`src/rtl/serial_adder_seq_pkg.sv`:
```
// serial_adder_seq_pkg: state encoding shared by the bit-serial adder.
package serial_adder_seq_pkg;
    typedef enum logic [1:0] {IDLE = 2'd0, SHIFT = 2'd1, DONE = 2'd2} state_t;
endpackage

```
`src/rtl/fa_ha_str.sv`:
```
// fa_ha_str: gate-level one-bit full adder.
module fa_ha_str (
    output logic s,
    output logic c,
    input  logic a,
    input  logic b,
    input  logic cin
);
    logic w_p, w_g, w_t;
    xor g_p (w_p, a, b);
    xor g_s (s, w_p, cin);
    and g_g (w_g, a, b);
    and g_t (w_t, w_p, cin);
    or  g_c (c, w_g, w_t);
endmodule

```
`src/rtl/serial_adder_seq.sv`:
```
// serial_adder_seq: bit-serial adder, one full-adder cell plus carry flop, LSB first.
module serial_adder_seq
    import serial_adder_seq_pkg::*;
#(
    parameter int WIDTH = 8
) (
    input  logic             clk,
    input  logic             rst_n,
    input  logic             start,
    input  logic [WIDTH-1:0] a_in,
    input  logic [WIDTH-1:0] b_in,
    input  logic             cin,
    output logic             busy,
    output logic             done,
    output logic [WIDTH-1:0] sum,
    output logic             cout
);
    localparam int CW = $clog2(WIDTH);
    state_t r_state, w_next;
    logic [WIDTH-1:0] r_a, r_b, r_s, r_sum;
    logic [CW-1:0] r_cnt;
    logic r_carry, r_cout, w_s, w_c, w_last;
    fa_ha_str u_fa (.s(w_s), .c(w_c), .a(r_a[0]), .b(r_b[0]), .cin(r_carry));
    assign w_last = r_cnt == CW'(WIDTH - 1);
    assign busy = r_state == SHIFT;
    assign done = r_state == DONE;
    assign sum = r_sum;
    assign cout = r_cout;
    always_comb begin
        w_next = IDLE;
        case (r_state)
            IDLE:    w_next = start ? SHIFT : IDLE;
            SHIFT:   w_next = w_last ? DONE : SHIFT;
            DONE:    w_next = start ? SHIFT : IDLE;
            default: w_next = IDLE;
        endcase
    end
    always_ff @(posedge clk or negedge rst_n) begin
        if (!rst_n) begin
            r_state <= IDLE;
            r_a <= '0;
            r_b <= '0;
            r_s <= '0;
            r_sum <= '0;
            r_cnt <= '0;
            r_carry <= 1'b0;
            r_cout <= 1'b0;
        end else begin
            r_state <= w_next;
            if (r_state == SHIFT) begin
                r_a <= r_a >> 1;
                r_b <= r_b >> 1;
                r_s <= {w_s, r_s[WIDTH-1:1]};
                r_carry <= w_c;
                // wrap to 0 on the last bit so the counter never passes WIDTH-1
                r_cnt <= w_last ? '0 : r_cnt + CW'(1);
                if (w_last) begin
                    r_sum <= {w_s, r_s[WIDTH-1:1]};
                    r_cout <= w_c;
                end
            end else if (start) begin
                r_a <= a_in;
                r_b <= b_in;
                r_carry <= cin;
                r_cnt <= '0;
            end
        end
    end
endmodule

```
`config.mk`:
```
export PLATFORM = sky130hd
export DESIGN_NAME = serial_adder_seq
export DESIGN_NICKNAME = d
export VERILOG_FILES = /design/src/rtl/serial_adder_seq_pkg.sv /design/src/rtl/fa_ha_str.sv /design/src/rtl/serial_adder_seq.sv
export SDC_FILE = /design/constraint.sdc
export NUM_CORES = 1
export LEC_CHECK = 0
export ABC_AREA = 1
export BUFFER_PORTS_ARGS = -buffer_cell sky130_fd_sc_hd__buf_4
export CORE_ASPECT_RATIO = 0.75
export CORE_MARGIN = 10
export CORE_UTILIZATION = 45
export DETAILED_ROUTE_END_ITERATION = 10
export GPL_TIMING_DRIVEN = 1
export PLACE_DENSITY = 0.66
export RECOVER_POWER = 100
export SETUP_SLACK_MARGIN = 0.4
export SLEW_MARGIN = 20
export SYNTH_ARGS = -nofsm -noshare
export SYNTH_HDL_FRONTEND = slang
export SYNTH_HIERARCHICAL = 1
export SYNTH_SLANG_ARGS = --single-unit
```
`constraint.sdc`:
```
create_clock -name clk -period 1.31 [get_ports clk]
set_input_delay 0.0655 -clock clk [delete_from_list [all_inputs] [get_ports clk]]
set_output_delay 0.0655 -clock clk [all_outputs]
set_load 0.05 [all_outputs]
```
==> flow_results.org, run 1 <==
** Synth
- The synthesized design spends more area on one cell type than any other, namely dfrtp_1.
- Predominant post-synthesis flop cell :: dfrtp_1
- Combinational family with the most area after synthesis :: simple AND/OR/NAND/NOR gates
- Measured against the total synthesized area, the mux share comes to 0.
- The commonest cells after synthesis are nand2_1, dfrtp_1, nand3_1.
- Simple-Gate Fraction of Synth Area :: 0.3432
- Of the total synthesized cell area, the portion taken by full adders, half adders and majority gates is 0.02362.
- For this run, the number of Yosys warnings is 6.
- Number of enable-type register cells in the synthesized netlist :: 0
- Share of the yosys chip area belonging to registers :: 0.4987
- Of the total synthesized cell area, the portion taken by XOR and XNOR cells is 0.
- After synthesis, the share of flip-flops with an asynchronous set or reset is 1.000.
- Unique masters post-synth :: 21
- Synthesis produced a netlist with a net count of 254.
- Summing every instance area after synthesis gives 0.001907 mm².
- Fraction of synthesized cell area taken by the top area cell type :: 0.4987
- Average size of a mapped cell :: 8.255 µm²
- Top cells by area in the synthesized netlist :: dfrtp_1, nand2_1, nand3_1
- Synthesis inferred 38 register bits.
- Complex-gate fraction of the synthesized area :: 0.02428
- Among all cell types in the netlist, the one instantiated most often is nand2_1.
- Syn Inst Count :: 231

** Route
- DR pass1 iterations :: 4
- In this run, the number of DRC markers left after iteration 0 of detailed routing was 176.
- Sum of routed wire length over all layers :: 5.311 mm
- Dividing the detail-routed wire length by the instance count gives 15.13 µm.
- The routed layout has 1781 vias.
- Via-per-instance ratio :: 5.074
- DRC viols :: 0
- Antenna Violating Nets Remaining :: 0

** STA
- Worst rel slew slack :: 0.3716
- Setup violations remaining at the end of the flow were counted as 0.
- For the pin with the worst max-slew slack, the measured transition is 942.6 ps.
- Count of final hold-check violations :: 0
- RSZ-0062 raised after global routing :: true
- Of the available clock period, the critical path in the final layout requires 0.9853.
- For the finished layout, the period the worst path requires is 1291 ps.
- The max-slew violation count was 0.
- Highest Clock Rate :: 774.8 MHz
- Worst clock skew :: 6.869 ps
- WHS :: 31.87 ps

** Critical path
- The setup path with the least slack is of type register to register.
- The worst setup path is launched from a register.
- Longest individual stage delay on the worst path :: 430 ps
- Traced cell by cell, the critical path runs through clkinv_4 > buf_4 > buf_12 > nand2_4 > nand2_2 > nand2_1 > nand2_1.
- CP Capture Type :: register
- The critical path contains buffers and inverters numbering 3 combined.
- Top fanout value on the critical path :: 10
- Critical path's slowest cell :: dfrtp_1
- Required time reported for the critical path endpoint :: 1500 ps
- In this design, the largest share of critical-path delay is due to buffers and inverters.
- In this design, the critical path's most frequently occurring cell is nand2_1.
- Data on the critical path arrives at its endpoint at 1480 ps.

** Die
- The floorplan step defined a die boundary enclosing 0.007268 mm².
- The floorplan step set the die height to 76.38 µm.
- The initial utilization of the core area, before any placement, comes to 0.4675.
- Horizontal extent of the die :: 95.17 µm
- Total core area :: 0.004079 mm²
- Cell Rows :: 20
- 31 I/O pins were placed.

** Flow run
- MaxCap Viol Count :: 0

** Place
- Summed over all nets, the half-perimeter wirelength after detailed placement is 2.645 mm.
- Port buffering added 30 buffers.
- In this run the cell area measured after placement is 0.002161 mm².
- Final estimated routing congestion in global placement :: 0.7590

** Layout
- Antenna cells :: 0
- Synthesis-to-finish area growth :: 45.80%
- Once layout is complete, the utilization of the core stands at 0.6816.
- The final layout contains 318 nets.
- Post-route cell area :: 0.002780 mm²
- Share of layout cells above drive strength 1 :: 0.3716

** Global route
- GRT Util Overall :: 0.1321
- Largest net degree at the start of global routing :: 39
- The first global-routing pass estimated 7.803 mm of wire.
- Overall overflow remaining after global route :: 0
- The initial antenna violation count came to 0.
- The number of global-route vias before repair was 1654.

** Clocking
- Clock buffer count from CTS :: 5
- The tree is rooted in a clkbuf_8.
- In this run the number of H-tree levels came out at 2.
- After clock tree synthesis, the clock-pin slew on the worst setup and hold paths is 80 ps.
- Clock Tree Buf Depth :: 2
- The later pin in the worst-skew pair is clocked with a latency of 300 ps.
- Sink Count :: 38
- Clock tree from TritonCTS :: yes

** Pwr
- Dividing total power by cell area gives a power density of 2522 mW/mm².
- Across the VDD grid, the largest voltage drop is 0.9637 mV.
- Leakage power :: 0.001464 µW

** Outcome
- Outcome :: completed

** Worst hold path
- Tightest Hold Check Type :: primary input to register
final timing paths:
path / from / endpoint / slack, ps / cells past startpoint
hold / removal: a_in[7] / r_a[7] / 30 / 3
max in group asynchronous: rst_n / r_a[4] / 280 / 2
setup / recovery: r_state[1] / r_b[3] / 20 / 7
setup reg to reg: r_state[1] / r_b[3] / 20 / 7
hold reg to reg: sum[1] / sum[1] / 490 / 2
min in group asynchronous: rst_n / sum[0] / 450 / 2
cell usage in the layout, fill, tap and decap left out, types with 4 or more instances in the layout:
master | netlist | routed
o21ai_1 | 6 | 6
nand2_4 | 0 | 4
buf_6 | 4 | 4
nand4_1 | 9 | 9
clkbuf_2 | 0 | 10
buf_4 | 6 | 39
nand2_1 | 87 | 84
nand3_1 | 33 | 30
buf_12 | 0 | 6
inv_1 | 20 | 17
clkbuf_8 | 0 | 6
nand2_2 | 10 | 13
dfrtp_1 | 38 | 38
inv_2 | 1 | 4
sequential cells by signal (all words and copies together) (netlist names):
register,count
cout,1
r_a,8
r_b,8
r_carry,1
r_cnt,3
r_s,7
r_state,2
sum,8
cell families (layout without fill, tap and decap cells):
group	count (synthesis)	after routing
flops	38	38
simple gates	144	151
buf+inv	37	95
fa+ha+maj	3	3
compound gates	9	9
through the flow:
step,cells,total power [µW],setup TNS [ps],setup slack [ps]
final,351,7013,0,19.30
after global routing,351,7482,-105.8,-18.60
after CTS,330,6394,0,86.29
after detailed placement,306,4661,0,8.992
after global placement,306,4601,0,57.61
after floorplan,231,4144,0,175.4
power by group:
group	leakage, µW	internal [µW]	switching (µW)
clock	0.0000714	813	436
combinational	0.000926	1560	2160
sequential	0.000466	1710	341
total	0.00146	4080	2940
tightest hold or removal path, stage by stage:
cell and delay, ps:
buf_4 110, nand2_1 70, a21oi_2 50
timing repair:
item,CTS,global route
cloned,2,7
endpoints found under the setup margin,49,49
pin swaps,16,10
gates resized for setup,25,19
hold buffers,1,0
endpoints found under the hold margin,38,0
buffers inserted,13,14
per-layer routing:
metal,track usage,part of all wire,up-vias
met2,0.1946,0.46,77
met3,0.04724,0.083,5
met4,0.04328,0.0077,0
met5,0,0,-
met1,0.1740,0.45,832
li1,-,-,867
layout make-up:
| cell class | instances | area (µm²) |
|---|---|---|
| repair buffers | 65 | 613.1 |
| flip-flops and latches | 38 | 950.9 |
| clock inverters | 2 | 60.06 |
| multi-input cells | 163 | 917.1 |
| fillers | 320 | 1299 |
| well taps | 55 | 68.82 |
| clock buffers | 6 | 82.58 |
| inverters | 22 | 87.58 |
Power figures use the tool's default switching activity.
==> run 2, diff against run 1 <==
ABC_AREA = not set   (was 1)
==> run 2 against run 1 <==
  * The run now ends with negative setup slack left
  * Fmax fell by 12%
  * Clock skew about the same
  * Non-clock buffer count is 11 lower
  * Power decreased by 8.8%
  * Global-route usage is 2.4 points lower
  * Largest cell class unchanged
  * Highest routed layer unchanged
==> flow_results.org, run 2 <==
** Outcome
- The flow ran to the end, but the final reports show violations.
- The checks that failed: negative setup slack.

** STA
- Worst clock skew :: 6.445 ps
- Of the available clock period, the critical path in the final layout requires 1.115.
- Highest Clock Rate :: 684.8 MHz
- The max-slew violation count came to 0.
- WHS :: 51.38 ps
- Setup repair after global routing could not meet its margin everywhere.
- Worst-Margin Slew :: 924.0 ps
- Post-route minimum period :: 1460 ps
- Final worst slack :: -150.4 ps
- Setup violations remaining at the end of the flow were counted as 12.
- Setup tns final :: -1396 ps
- Count of final hold-check violations :: 0
- Worst rel slew slack :: 0.3840

** Clocking
- Counting every sink on the clock net gives 38.
- The H-tree generated during clock tree synthesis spans 2 levels.
- Clock tree root buffer cell :: clkbuf_8
- Clock buffer count from CTS :: 5
- The clock reaches the later pin of the worst-skew pair after 280 ps.
- Clock tree from TritonCTS :: yes
- Clock Tree Buf Depth :: 2
- Clk slew on worst S/H paths :: 70 ps

** Route
- Sum of routed wire length over all layers :: 3.574 mm
- Overall via count from detail_route :: 1053
- The count of nets left with antenna violations once routing finished came out at 0.
- DRC viols :: 0
- Via-per-instance ratio :: 4.743
- DR pass1 iterations :: 4
- Number of violations reported at the end of detailed-routing iteration 0 :: 42
- Drt wl/cell :: 16.10 µm

** Die
- The initial utilization of the core area, before any placement, comes to 0.4612.
- Die ar. :: 0.007093 mm²
- Cell Rows :: 20
- Total core area :: 0.004004 mm²
- From bottom edge to top edge, the die measures 75.48 µm.
- Horizontal extent of the die :: 93.97 µm
- 31 I/O pins were placed.

** Place
- Final estimated routing congestion in global placement :: 0.6757
- DP HPWL :: 2.295 mm
- Post-Place Worst Slack :: -114.7 ps
- The count of buffers added on input and output ports is 30.

** Synth
- Yosys printed 6 warnings.
- Of the total synthesized cell area, the portion taken by full adders, half adders and majority gates is 0.02439.
- Syn Inst Count :: 111
- Ranking of synthesized cells by instance count :: dfrtp_1, mux2_4, mux2_2
- Counting every net in the synthesized netlist gives 134.
- Fraction of synthesized cell area taken by the top area cell type :: 0.5149
- Number of enable-type register cells in the synthesized netlist :: 0
- Simple-Gate Fraction of Synth Area :: 0.03523
- Of the total synthesized cell area, the portion taken by XOR and XNOR cells is 0.
- In the synthesized netlist the async set-or-reset flop fraction comes to 1.000.
- After synthesis, the netlist uses 17 different library cells.
- By area the synthesized netlist is led by dfrtp_1, mux2_4, mux2_2.
- After synthesis, the largest family of logic cells by area is multiplexers.
- Cell accounting for the most synthesized area :: dfrtp_1
- Among all flip-flop cells after synthesis, the most frequent one is dfrtp_1.
- Share of the yosys chip area belonging to registers :: 0.5149
- The compound-gate portion of the synthesized area came to 0.
- Mux contribution to synthesized area :: 0.3787
- The synthesized design contains 38 register bits.
- Most common cell in the synthesized netlist :: dfrtp_1
- The mapped netlist covers 0.001847 mm².
- After synthesis, the mean cell area works out to 16.64 µm².

** Global route
- The number of global-route vias before repair is 1222.
- Overall overflow remaining after global route :: 0
- Largest net degree at the start of global routing :: 39
- Initial antenna violation count :: 0
- GRT Util Overall :: 0.1079
- First-pass GRT wire length :: 5.947 mm

** Layout
- Once layout is complete, the utilization of the core stands at 0.6325.
- Combined area of the multi-input logic cells :: 889.6 µm²
- Number of fill cells in the layout :: 329
- The area growth from synthesis to layout is 37.13%.
- Share of layout cells above drive strength 1 :: 0.7246
- The sequential cells in the finished layout cover a total of 952.2 µm².
- Commonest cells after routing, fill and taps aside :: mux2_4, dfrtp_1, buf_4
- The final layout contains 189 nets.
- The number of antenna diodes in the final layout is 0.

** Pwr
- Combinational power share :: 0.551
- The analysis attributes to net switching a power of 2182 µW.
- Leakage power :: 0.001250 µW
- Of the total power, the share spent switching nets is 0.3410.
- Of the total power, registers draw 0.321.
- Internal power comes to 4217 µW.
- Dividing total power by cell area gives a power density of 2527 mW/mm².
- Power share of the clock group :: 0.128
- VDD sags by at most 1.572 mV.
- Total Power :: 6399 µW

** Critical path
- The largest individual stage delay along the critical path comes from the cell dfrtp_1.
- Required time reported for the critical path endpoint :: 1480 ps
- Ordered cell list for the critical path :: ha_2 > ha_4 > nand3b_1 > buf_12 > mux2_2
- For the worst setup path, the data arrival time is 1630 ps.
- Longest individual stage delay on the worst path :: 390 ps
- STA classifies the critical path startpoint as a register.
- The critical path is of the register to register type.
- CP Capture Type :: register
- Top fanout value on the critical path :: 10

** Flow run
- MaxCap Viol Count :: 0

** Worst hold path
- The worst hold path belongs to the class primary input to register.
run 2: cell types whose count changed after synthesis, moves of 9 or more:
cell and change:
nand2_2 -10, nand3_1 -33, inv_1 -19, mux2_4 +31, mux2_2 +15, nand4_1 -9, nand2_1 -87
run 2: what timing repair did:
| item | 4_1_cts | 5_1_grt |
|---|---|---|
| hold buffers | 1 | 0 |
| cloned | 1 | 0 |
| setup endpoints to repair | 49 | 49 |
| gates resized for setup | 32 | 11 |
| pin swaps | 3 | 1 |
| buffers inserted | 11 | 5 |
| endpoints found under the hold margin | 38 | 0 |
run 2: worst max-delay path: cells and delay by family (launching register included):
kind	cells	cell delay (ps)
buffers and inverters	1	150
multiplexers	1	330
flip-flops	1	390
AND/OR/NAND/NOR	1	140
adder cells (fa/ha/maj)	2	360
run 2: power by group through the flow:
stage                     sequential (µW)  combinational [µW]  clock (µW)
after floorplan                      2460                1860           0
after global placement               2040                2820           0
final                                2060                3520         819
after global routing                 2130                3770         891
after detailed placement             2080                2860           0
after CTS                            2080                3540         846
run 2: worst paths after layout:
| path | start | endpoint | slack (ps) | depth (start not counted) |
|---|---|---|---|---|
| max | r_cnt[1] | sum[1] | -150 | 5 |
| min | a_in[7] | r_a[7] | 50 | 3 |
| max reg2reg | r_cnt[1] | sum[1] | -150 | 5 |
| min reg2reg | r_a[4] | r_a[3] | 510 | 1 |
| max in group asynchronous | rst_n | r_state[0] | 230 | 2 |
| min in group asynchronous | rst_n | r_s[5] | 450 | 2 |
run 2: kinds of logic after synthesis:
logic type,after synthesis
multiplexers,52
flip-flops,38
adder cells (fa/ha/maj),3
buffers and inverters,8
AND/OR/NAND/NOR,10
run 2: per-layer routing:
| metal | up-vias | share of wire | global-route usage |
|---|---|---|---|
| met5 | - | 0 | 0 |
| met4 | 0 | 0.018 | 0.04370 |
| met3 | 7 | 0.055 | 0.04528 |
| met2 | 28 | 0.47 | 0.1699 |
| met1 | 521 | 0.46 | 0.1284 |
| li1 | 497 | - | - |
run 2: metrics by stage:
| stage | cells | instance area, µm² |
|---|---|---|
| 6_report | 222 | 2532 |
| 5_1_grt | 222 | 2532 |
| 4_1_cts | 217 | 2517 |
| 3_5_place_dp | 196 | 2180 |
| 3_3_place_gp | 196 | 2180 |
| 2_1_floorplan | 111 | 1898 |
run 2: layout make-up:
| class | instances | area share |
|---|---|---|
| clock buffers | 7 | 0.03409 |
| clock inverters | 1 | 0.001976 |
| multi-input cells | 65 | 0.3513 |
| well taps | 55 | 0.02717 |
| inverters | 2 | 0.007905 |
| repair buffers | 54 | 0.2016 |
| flip-flops and latches | 38 | 0.3760 |
